<file path="src/rtl/conv_frame_ctrl_if.sv">
// Handshake and strobe bundle between the frame sequencer, its bit source and the encoder.
// The controller sits on the slave side of this interface.
interface conv_frame_ctrl_if;
    logic        start;
    logic        src_valid;
    logic        src_bit;
    logic        src_ready;
    logic        enc_din;
    logic        enc_en;
    logic        enc_clr;
    logic        sym_valid;
    logic        sym_sof;
    logic        sym_eof;
    logic [15:0] frame_cnt;
    logic        underrun;
    logic        busy;
    logic [1:0]  fsm_state;

    modport master (
        output start, src_valid, src_bit,
        input  src_ready, enc_din, enc_en, enc_clr, sym_valid, sym_sof, sym_eof,
        input  frame_cnt, underrun, busy, fsm_state
    );

    modport slave (
        input  start, src_valid, src_bit,
        output src_ready, enc_din, enc_en, enc_clr, sym_valid, sym_sof, sym_eof,
        output frame_cnt, underrun, busy, fsm_state
    );
endinterface

</file>
<file path="src/rtl/conv_frame_ctrl.sv">
// Frame sequencer for the rate-1/2 K=3 convolutional encoder: pulls message bits, appends
// the zero flush tail, inserts idle gaps and aligns symbol markers to the encoder latency.
module conv_frame_ctrl #(
    parameter int INFO_LEN = 29,
    parameter int TAIL_LEN = 2,
    parameter int GAP_LEN  = 0,
    parameter int ENC_LAT  = 2
) (
    input logic             clk,
    input logic             reset,
    conv_frame_ctrl_if.slave bus
);
    typedef enum logic [1:0] {
        IDLE = 2'd0,
        DATA = 2'd1,
        TAIL = 2'd2,
        GAP  = 2'd3
    } state_t;

    localparam logic [7:0] INFO_LAST = 8'(INFO_LEN - 1);
    localparam logic [7:0] TAIL_LAST = 8'(TAIL_LEN - 1);
    localparam logic [7:0] GAP_LAST  = 8'(GAP_LEN - 1);

    state_t               state;
    logic [7:0]           bit_cnt;
    logic [7:0]           tail_cnt;
    logic [7:0]           gap_cnt;
    logic                 enc_en_q;
    logic                 enc_din_q;
    logic                 enc_clr_q;
    logic                 enc_sof_q;
    logic                 enc_eof_q;
    logic                 underrun_q;
    logic [15:0]          frame_cnt_q;
    logic [ENC_LAT-1:0]   pipe_en;
    logic [ENC_LAT-1:0]   pipe_sof;
    logic [ENC_LAT-1:0]   pipe_eof;

    // Source handshake: a bit transfers on a rising edge where src_valid && src_ready.
    // src_ready depends on state only, so it never waits on src_valid.
    assign bus.src_ready = (state == DATA);

    always_ff @(posedge clk or negedge reset) begin
        if (!reset) begin
            state       <= IDLE;
            bit_cnt     <= 8'd0;
            tail_cnt    <= 8'd0;
            gap_cnt     <= 8'd0;
            enc_en_q    <= 1'b0;
            enc_din_q   <= 1'b0;
            enc_clr_q   <= 1'b0;
            enc_sof_q   <= 1'b0;
            enc_eof_q   <= 1'b0;
            underrun_q  <= 1'b0;
            frame_cnt_q <= 16'd0;
            pipe_en     <= '0;
            pipe_sof    <= '0;
            pipe_eof    <= '0;
        end else begin
            enc_en_q   <= 1'b0;
            enc_din_q  <= 1'b0;
            enc_clr_q  <= 1'b0;
            enc_sof_q  <= 1'b0;
            enc_eof_q  <= 1'b0;
            underrun_q <= 1'b0;

            // A frame counts as complete once its last tail strobe has been issued.
            frame_cnt_q <= frame_cnt_q + 16'(enc_eof_q);

            pipe_en[0]  <= enc_en_q;
            pipe_sof[0] <= enc_sof_q;
            pipe_eof[0] <= enc_eof_q;
            for (int i = 1; i < ENC_LAT; i++) begin
                pipe_en[i]  <= pipe_en[i-1];
                pipe_sof[i] <= pipe_sof[i-1];
                pipe_eof[i] <= pipe_eof[i-1];
            end

            case (state)
                IDLE: begin
                    if (bus.start) begin
                        enc_clr_q <= 1'b1;
                        bit_cnt   <= 8'd0;
                        state     <= DATA;
                    end
                end
                DATA: begin
                    if (bus.src_valid) begin
                        enc_en_q  <= 1'b1;
                        enc_din_q <= bus.src_bit;
                        enc_sof_q <= (bit_cnt == 8'd0);
                        bit_cnt   <= bit_cnt + 8'd1;
                        if (bit_cnt == INFO_LAST) begin
                            tail_cnt <= 8'd0;
                            state    <= TAIL;
                        end
                    end else begin
                        underrun_q <= 1'b1;
                    end
                end
                TAIL: begin
                    enc_en_q <= 1'b1;
                    tail_cnt <= tail_cnt + 8'd1;
                    if (tail_cnt == TAIL_LAST) begin
                        enc_eof_q <= 1'b1;
                        bit_cnt   <= 8'd0;
                        // start is only looked at here and at the end of the gap.
                        if (GAP_LEN > 0) begin
                            gap_cnt <= 8'd0;
                            state   <= GAP;
                        end else if (bus.start) begin
                            state <= DATA;
                        end else begin
                            state <= IDLE;
                        end
                    end
                end
                GAP: begin
                    gap_cnt <= gap_cnt + 8'd1;
                    if (gap_cnt == GAP_LAST) begin
                        state <= bus.start ? DATA : IDLE;
                    end
                end
                default: state <= IDLE;
            endcase
        end
    end

    assign bus.enc_en    = enc_en_q;
    assign bus.enc_din   = enc_din_q;
    assign bus.enc_clr   = enc_clr_q;
    assign bus.underrun  = underrun_q;
    assign bus.frame_cnt = frame_cnt_q;
    assign bus.sym_valid = pipe_en[ENC_LAT-1];
    assign bus.sym_sof   = pipe_sof[ENC_LAT-1];
    assign bus.sym_eof   = pipe_eof[ENC_LAT-1];
    assign bus.busy      = (state != IDLE) || enc_en_q || (|pipe_en);
    assign bus.fsm_state = state;
endmodule

</file>
<file path="src/flat_wrapper.sv">
// flat-port wrapper written by rule: the top's interface ports become plain ports
module conv_frame_ctrl_flat 
#(
    parameter int INFO_LEN = 29,
    parameter int TAIL_LEN = 2,
    parameter int GAP_LEN  = 0,
    parameter int ENC_LAT  = 2
)
  (clk, reset, bus_start, bus_src_valid, bus_src_bit, bus_src_ready, bus_enc_din, bus_enc_en, bus_enc_clr, bus_sym_valid, bus_sym_sof, bus_sym_eof, bus_frame_cnt, bus_underrun, bus_busy, bus_fsm_state);
  conv_frame_ctrl_if bus_i ();
  input logic clk;
  input logic reset;
  input wire logic [$bits(bus_i.start)-1:0] bus_start;
  input wire logic [$bits(bus_i.src_valid)-1:0] bus_src_valid;
  input wire logic [$bits(bus_i.src_bit)-1:0] bus_src_bit;
  output wire logic [$bits(bus_i.src_ready)-1:0] bus_src_ready;
  output wire logic [$bits(bus_i.enc_din)-1:0] bus_enc_din;
  output wire logic [$bits(bus_i.enc_en)-1:0] bus_enc_en;
  output wire logic [$bits(bus_i.enc_clr)-1:0] bus_enc_clr;
  output wire logic [$bits(bus_i.sym_valid)-1:0] bus_sym_valid;
  output wire logic [$bits(bus_i.sym_sof)-1:0] bus_sym_sof;
  output wire logic [$bits(bus_i.sym_eof)-1:0] bus_sym_eof;
  output wire logic [$bits(bus_i.frame_cnt)-1:0] bus_frame_cnt;
  output wire logic [$bits(bus_i.underrun)-1:0] bus_underrun;
  output wire logic [$bits(bus_i.busy)-1:0] bus_busy;
  output wire logic [$bits(bus_i.fsm_state)-1:0] bus_fsm_state;
  assign bus_i.start = bus_start;
  assign bus_i.src_valid = bus_src_valid;
  assign bus_i.src_bit = bus_src_bit;
  assign bus_src_ready = bus_i.src_ready;
  assign bus_enc_din = bus_i.enc_din;
  assign bus_enc_en = bus_i.enc_en;
  assign bus_enc_clr = bus_i.enc_clr;
  assign bus_sym_valid = bus_i.sym_valid;
  assign bus_sym_sof = bus_i.sym_sof;
  assign bus_sym_eof = bus_i.sym_eof;
  assign bus_frame_cnt = bus_i.frame_cnt;
  assign bus_underrun = bus_i.underrun;
  assign bus_busy = bus_i.busy;
  assign bus_fsm_state = bus_i.fsm_state;
  conv_frame_ctrl #(.INFO_LEN(INFO_LEN), .TAIL_LEN(TAIL_LEN), .GAP_LEN(GAP_LEN), .ENC_LAT(ENC_LAT)) u_core (.clk(clk), .reset(reset), .bus(bus_i));
endmodule
</file>
<file path="config.mk">
export PLATFORM = sky130hd
export DESIGN_NAME = conv_frame_ctrl_flat
export DESIGN_NICKNAME = d
export VERILOG_FILES = /design/src/rtl/conv_frame_ctrl_if.sv /design/src/rtl/conv_frame_ctrl.sv /design/src/flat_wrapper.sv
export SDC_FILE = /design/constraint.sdc
export NUM_CORES = 1
export LEC_CHECK = 0
export ABC_AREA = 0
export BUFFER_PORTS_ARGS = -buffer_cell sky130_fd_sc_hd__buf_2
export CORE_AREA = 2 2 68 70
export DETAILED_ROUTE_END_ITERATION = 8
export DIE_AREA = 0 0 70 72
export PLACE_DENSITY = 0.83
export SETUP_SLACK_MARGIN = 0.02
export SLEW_MARGIN = 20
export SYNTH_ARGS = -nofsm -noshare
export SYNTH_HDL_FRONTEND = slang
export SYNTH_SLANG_ARGS = --single-unit
</file>
<file path="constraint.sdc">
create_clock -name clk -period 4.2 [get_ports clk]
set_input_delay 0.21 -clock clk [delete_from_list [all_inputs] [get_ports clk]]
set_output_delay 0.21 -clock clk [all_outputs]
set_load 0.01 [all_outputs]
</file>
==> out/metrics.yaml, run 1 <==
max_cap_viol_count: 0
worstReg2RegStart: "u_core.tail_cnt[1]$_DFFE_PN0P_"
die-width_um: 70
wire_per_inst_um: 14.0
grt_pass1_vias: 1627
synth_edf_count: 0
leakage_nw: 1.46
syn_area_um2: 2530
coreArea_um2: 4260
io_pins: 32
max_freq_mhz: 435
min_period_ns: 2.30
cts_setup_buffers: 0
fin_tns_setup_ns: 0
numPortBuffers: 31
startpoint_type: "register"
drive_gt1_share_pct: 16.5
post-dp-hpwl_mm: 3.21
dp.cells: 311
htreeDepth: 2
min_period_over_period_pct: 54.8
ir_drop_mv: 0.200
drt_pre_antenna_iters: 4
cp.required_ns: 4.41
post-place-ws_ns: 1.90
grt_start_max_net_pins: 55
clkSinkCount: 54
drc: 0
ys_types: 43
diodes: 0
clk_pin_slew_ns: 0.09
cts_resized: 0
setup_ws_ns: 1.90
seqCellArea_um2: 1350
clockBufferDepth: 2
outcome: "completed"
overflow: 0
clock_latency_ns: 0.31
switching_share_pct: 32.3
ys_seq_elements: 54
routed_wirelength_mm: 4.48
end_kind: "register"
ff2ff_setup_slack_ns: 1.90
dieArea_um2: 5040
reg2reg_depth: 6
worst-path-max-fanout: 12
slew_violations: 0
worstHoldPathType: "input pin to asynchronous set/reset pin"
grt_pass1_wl_mm: 7.51
pwr-share-seq_pct: 49.0
setup-violations-final: 0
viasPerCell: 5.71
max_slew_margin_pct: 56.5
p_comb_share_pct: 25.1
hold_violations: 0
final_cell_area_um2: 2840
syn_to_final_growth_pct: 12.1
grt_antenna_before_repair: 0
tightestPinTransition_ns: 0.653
ys_warn_count: 0
grtUsageTotal_pct: 18.8
final_cells: 319
synthFlopType: "dfrtp_1"
ctsHoldBuffers: 0
timing.rr.end: "u_core.bit_cnt[6]$_DFFE_PN0P_"
multi_input_area_um2: 1110
p_per_area_nw_per_um2: 463
fin_skew_ns: 0.00987
cts_root_buf: "clkbuf_8"
gp_congestion: 0.885
syn-instance-count: 233
place_area_um2: 2730
fin_nets: 282
cts_tree: "built"
rsz0062_at_grt: "no"
syn_nets: 249
crit_type: "register to register"
p_int_w: 0.000892
dr.first_iter.drc_count: 133
critPathArrivalTime_ns: 2.51
numCtsBuffers: 5
vias: 1821
postRouteAntennaNets: 0
synth_seq_area_share_pct: 53.3
clkPwrFrac_pct: 25.9
initial_utilization_pct: 59.4
n_fill_cell: 348
die_y_um: 72
fin_util_pct: 66.6
p_switching_w: 0.000425
syn_avg_cell_area_um2: 10.9
async_flop_share_pct: 100
floorplan.rows: 24
-- cell families (layout without fill, tap and decap cells) --
group	after synthesis	after routing	share of synthesized area, %
AO/OA/AOI/OAI	35	35	9.88
multiplexers	3	3	1.23
buffers and inverters	17	51	2.81
adder cells (fa/ha/maj)	11	11	5.43
XOR/XNOR	21	21	7.26
flip-flops	54	54	53.3
AND/OR/NAND/NOR	92	92	20.1
-- sequential cells by signal (all words and copies together) (netlist names) --
name	cells
u_core.bus.frame_cnt	16
u_core.bit_cnt	8
u_core.gap_cnt	8
u_core.tail_cnt	8
u_core.bus.fsm_state	2
u_core.pipe_en	2
u_core.pipe_eof	2
u_core.pipe_sof	2
u_core.bus.enc_clr	1
u_core.bus.enc_din	1
u_core.bus.enc_en	1
u_core.bus.underrun	1
u_core.enc_eof_q	1
u_core.enc_sof_q	1
-- worst max path at each step --
stage | start | endpoint | slack [ns] | depth (start not counted)
finish | u_core.tail_cnt[1]$_DFFE_PN0P_ | u_core.bit_cnt[6]$_DFFE_PN0P_ | 1.90 | 6
global placement | u_core.tail_cnt[1]$_DFFE_PN0P_ | u_core.bit_cnt[4]$_DFFE_PN0P_ | 1.95 | 6
floorplan | u_core.bus.fsm_state[1]$_DFFE_PN0P_ | u_core.bit_cnt[3]$_DFFE_PN0P_ | 2.10 | 8
detailed placement | u_core.tail_cnt[1]$_DFFE_PN0P_ | u_core.bit_cnt[4]$_DFFE_PN0P_ | 1.90 | 6
CTS | u_core.tail_cnt[1]$_DFFE_PN0P_ | u_core.bit_cnt[6]$_DFFE_PN0P_ | 1.90 | 6
global route | u_core.tail_cnt[1]$_DFFE_PN0P_ | u_core.bit_cnt[6]$_DFFE_PN0P_ | 1.72 | 6
-- cell usage after synthesis, drive strengths merged, types with 2 or more instances --
cell	count	area share [%]
nor4	3	0.74
nor4b	2	0.69
xnor2	11	3.8
inv	11	1.6
and4	2	0.69
clkbuf	5	0.74
nand2	13	1.9
o211ai	4	1.2
nand4	8	2.0
nor3	5	0.99
dfrtp	54	53
ha	11	5.4
and3	9	2.2
nor2	11	1.6
or3	2	0.49
o311ai	4	1.4
or4b	2	0.79
xor2	10	3.5
or2	3	0.74
nand3b	3	0.89
o21ai	13	2.6
mux2i	2	0.79
nand2b	5	1.2
a221o	4	1.6
a211o	2	0.69
nand3	20	4.0
-- through the flow --
step	hold WS, ns	power (W)
2_1_floorplan	-0.0856	0.000888
6_report	0.00498	0.00132
5_1_grt	0.0783	0.00139
4_1_cts	0.0334	0.00133
3_3_place_gp	0.334	0.000980
3_5_place_dp	0.336	0.000987
-- metal layers --
| layer | up-vias | track usage (%) | part of all wire (%) |
|---|---|---|---|
| met3 | 4 | 4.58 | 4.8 |
| li1 | 904 | - | - |
| met4 | 0 | 5.77 | 0.69 |
| met1 | 875 | 27.3 | 49 |
| met2 | 38 | 28.4 | 45 |
| met5 | - | 0 | 0 |
-- worst max-delay path, cell delays in order, from the launching register on --
cell      delay [ns]
dfrtp_1         0.42
inv_1           0.07
ha_1            0.12
or4b_1          0.46
a221o_1         0.46
or2_1           0.39
o311ai_1        0.30
-- layout by cell type, fill, tap and decap left out, types with 2 or more instances in the layout --
master	instances
a221o_1	4
nand2_1	13
and4_1	2
o211ai_1	4
buf_2	31
a211o_1	2
nand3_1	20
nand4_1	8
and3_1	9
ha_1	11
nor2_1	11
nand3b_1	3
mux2i_1	2
o21ai_0	11
or2_2	2
nor4b_1	2
o311ai_1	4
o21ai_1	2
xor2_1	10
or3_1	2
dfrtp_1	54
nand2b_1	5
nor4_1	3
xnor2_1	11
clkbuf_8	5
inv_1	11
nor3_1	5
-- power groups by stage --
stage	Sequential (W)	Combinational (W)	Clock (W)
after detailed placement	0.000653	0.000334	0
after global placement	0.000653	0.000327	0
after floorplan	0.000653	0.000235	0
after CTS	0.000644	0.000335	0.000353
final	0.000645	0.000331	0.000341
after global routing	0.000654	0.000374	0.000367
-- cell type report --
class                           instances  area share, %
Timing Repair Buffer                   32           5.72
Inverter                               11           1.45
Multi-Input combinational cell        162           39.1
Tap cell                               52           2.29
Clock inverter                          2           1.32
Sequential cell                        54           47.6
Clock buffer                            6           2.55
No activity file was read; power rests on OpenSTA's default activity.
==> inputs of run 2 (changes only) <==
Settings changed: CORE_AREA 2 2 68 70 to 2 2 70 72, DIE_AREA 0 0 70 72 to 0 0 72 74, PLACE_DENSITY 0.83 to 0.79.
Clock period 4.2 ns to 2.2 ns, I/O delays scaled along.
==> out/metrics.yaml, run 2 (synthesis gave the netlist of run 1 again) <==
coreArea_um2: 4600  # was 4260 µm²
seqCellArea_um2: 1350  # unchanged
p_per_area_nw_per_um2: 906  # was 463 nW/µm²
post-place-ws_ns: 0.0514  # was 1.90 ns
n_fill_cell: 357  # was 348
clock_latency_ns: 0.31  # about the same
worstReg2RegStart: "u_core.tail_cnt[1]$_DFFE_PN0P_"  # unchanged
diodes: 0  # unchanged
viasPerCell: 5.91  # was 5.71
crit_type: "register to register"  # unchanged
clkSinkCount: 54  # unchanged
min-delay-start: "bus_src_valid"
clkPwrFrac_pct: 24.8  # was 25.9%
p_switching_w: 0.000888  # was 0.000425 W
pwr-share-seq_pct: 46.3  # was 49.0%
reg2reg_depth: 6  # unchanged
die_y_um: 74  # was 72 µm
min_period_over_period_pct: 94.1  # was 54.8%
routed_wirelength_mm: 5.01  # was 4.48 mm
overflow: 0  # unchanged
largest_register_ffs: 16  # unchanged
min_period_ns: 2.07  # was 2.30 ns
numPortBuffers: 31  # unchanged
numCtsBuffers: 5  # unchanged
outcome: "completed"  # unchanged
p_int_w: 0.00177  # was 0.000892 W
drt_pre_antenna_iters: 4  # unchanged
layout_common_cells: "dfrtp_1 (54), buf_2 (31), nand3_1 (20)"  # unchanged
fin_nets: 291  # was 282
max_freq_mhz: 483  # was 435 MHz
max_slew_margin_pct: 40.2  # was 56.5%
htreeDepth: 2  # unchanged
dieArea_um2: 5330  # was 5040 µm²
final_common_cell: "dfrtp_1"  # unchanged
initial_utilization_pct: 55.1  # was 59.4%
rsz0062_at_grt: "no"  # unchanged
fin_tns_setup_ns: 0  # unchanged
worst-path-max-fanout: 8  # was 12
gp_congestion: 0.919  # was 0.885
cp.required_ns: 2.41  # was 4.41 ns
wire_per_inst_um: 15.2  # was 14.0 µm
timing.rr.end: "u_core.bit_cnt[6]$_DFFE_PN0P_"  # unchanged
crit_end: "u_core.bit_cnt[6]$_DFFE_PN0P_"  # unchanged
slew_violations: 0  # unchanged
clk_pin_slew_ns: 0.10  # was 0.09 ns
leakage_nw: 1.51  # was 1.46 nW
syn_to_final_growth_pct: 15.9  # was 12.1%
postRouteAntennaNets: 0  # unchanged
io_pins: 32  # unchanged
cts_tree: "built"  # unchanged
drc: 0  # unchanged
dr.first_iter.drc_count: 147  # was 133
multi_input_area_um2: 1130  # was 1110 µm²
tightestPinTransition_ns: 0.898  # was 0.653 ns
switching_share_pct: 33.4  # was 32.3%
grt_antenna_before_repair: 0  # unchanged
max_cap_viol_count: 0  # unchanged
p_comb_share_pct: 28.9  # was 25.1%
clockBufferDepth: 2  # unchanged
vias: 1949  # was 1,821
grtUsageTotal_pct: 20.4  # was 18.8%
setup_ws_ns: 0.129  # was 1.90 ns
die-width_um: 72  # was 70 µm
post-dp-hpwl_mm: 3.42  # was 3.21 mm
hold_violations: 0  # unchanged
setup.worst_path.start: "u_core.tail_cnt[1]$_DFFE_PN0P_"  # unchanged
worstHoldPathType: "input pin to register"  # was input pin to asynchronous set/reset pin
end_kind: "register"  # unchanged
startpoint_type: "register"  # unchanged
setup-violations-final: 0  # unchanged
grt_pass1_vias: 1823  # was 1,627
ir_drop_mv: 0.438  # was 0.200 mV
critPathArrivalTime_ns: 2.28  # was 2.51 ns
fin_skew_ns: 0.00805  # was 0.00987 ns
cts_root_buf: "clkbuf_8"  # unchanged
ff2ff_setup_slack_ns: 0.13  # was 1.90 ns
floorplan.rows: 25  # was 24
grt_start_max_net_pins: 44  # was 55
drive_gt1_share_pct: 20.3  # was 16.5%
grt_pass1_wl_mm: 8.38  # was 7.51 mm
==> run 2: metal layers <==
| metal | part of all wire [%] | GRT usage [%] | vias up |
|---|---|---|---|
| li1 | - | - | 922 |
| met1 | 46 | 26.7 | 968 |
| met2 | 48 | 34.0 | 49 |
| met3 | 4.5 | 3.79 | 10 |
| met4 | 2.1 | 8.18 | 0 |
| met5 | 0 | 0 | - |
==> run 2: final cells by class <==
class / count / area share (%)
clock buffers: 6 / 2.47
clock inverters: 2 / 1.28
inverters: 11 / 1.41
multi-input cells: 162 / 38.6
flip-flops and latches: 54 / 46.0
well taps: 54 / 2.30
repair buffers: 41 / 7.93
==> run 2: how the worst min path moves through the flow <==
stage | endpoint | slack, ns | cells past startpoint
floorplan | u_core.bit_cnt[0]$_DFFE_PN0P_ | -0.19 | 0
global placement | u_core.pipe_eof[1]$_DFF_PN0_ | 0.30 | 1
detailed placement | u_core.pipe_eof[1]$_DFF_PN0_ | 0.29 | 1
CTS | u_core.bus.underrun$_DFF_PN0_ | 0.05 | 2
global route | u_core.bus.enc_din$_DFF_PN0_ | 0.06 | 2
finish | u_core.bus.underrun$_DFF_PN0_ | 0.06 | 2
==> run 2: stage by stage <==
| step | cell area (µm²) | hold slack, ns | utilization (%) | std cells | power (W) |
|---|---|---|---|---|---|
| 6_report | 2940 | 0.0552 | 63.8 | 330 | 0.00266 |
| 4_1_cts | 2910 | 0.0525 | 63.4 | 329 | 0.00264 |
| 3_5_place_dp | 2790 | 0.285 | 60.6 | 320 | 0.00197 |
| 5_1_grt | 2940 | 0.0646 | 63.8 | 330 | 0.00280 |
| 2_1_floorplan | 2530 | -0.186 | - | 233 | 0.00170 |
| 3_3_place_gp | 2790 | 0.297 | 60.6 | 320 | 0.00195 |
==> run 2: what timing repair did <==
action,in CTS,in global routing
hold buffers,1,0
resized for setup,1,3
buffers inserted,0,1
cloned,0,0
setup endpoints to repair,1,5
endpoints found under the hold margin,41,0
==> run 2: power groups by stage <==
stage               Clock [W]  Combinational [W]  Sequential, W
floorplan                   0           0.000448        0.00125
global placement            0           0.000707        0.00124
detailed placement          0           0.000726        0.00124
CTS                  0.000668           0.000747        0.00123
global route         0.000705           0.000844        0.00125
finish               0.000661           0.000768        0.00123
==> run 2: worst max-delay path, stage by stage (launching register included) <==
cell      delay [ns]
dfrtp_1         0.42
inv_1           0.06
ha_1            0.12
or4b_4          0.45
a221o_1         0.32
or2_4           0.30
o311ai_1        0.29
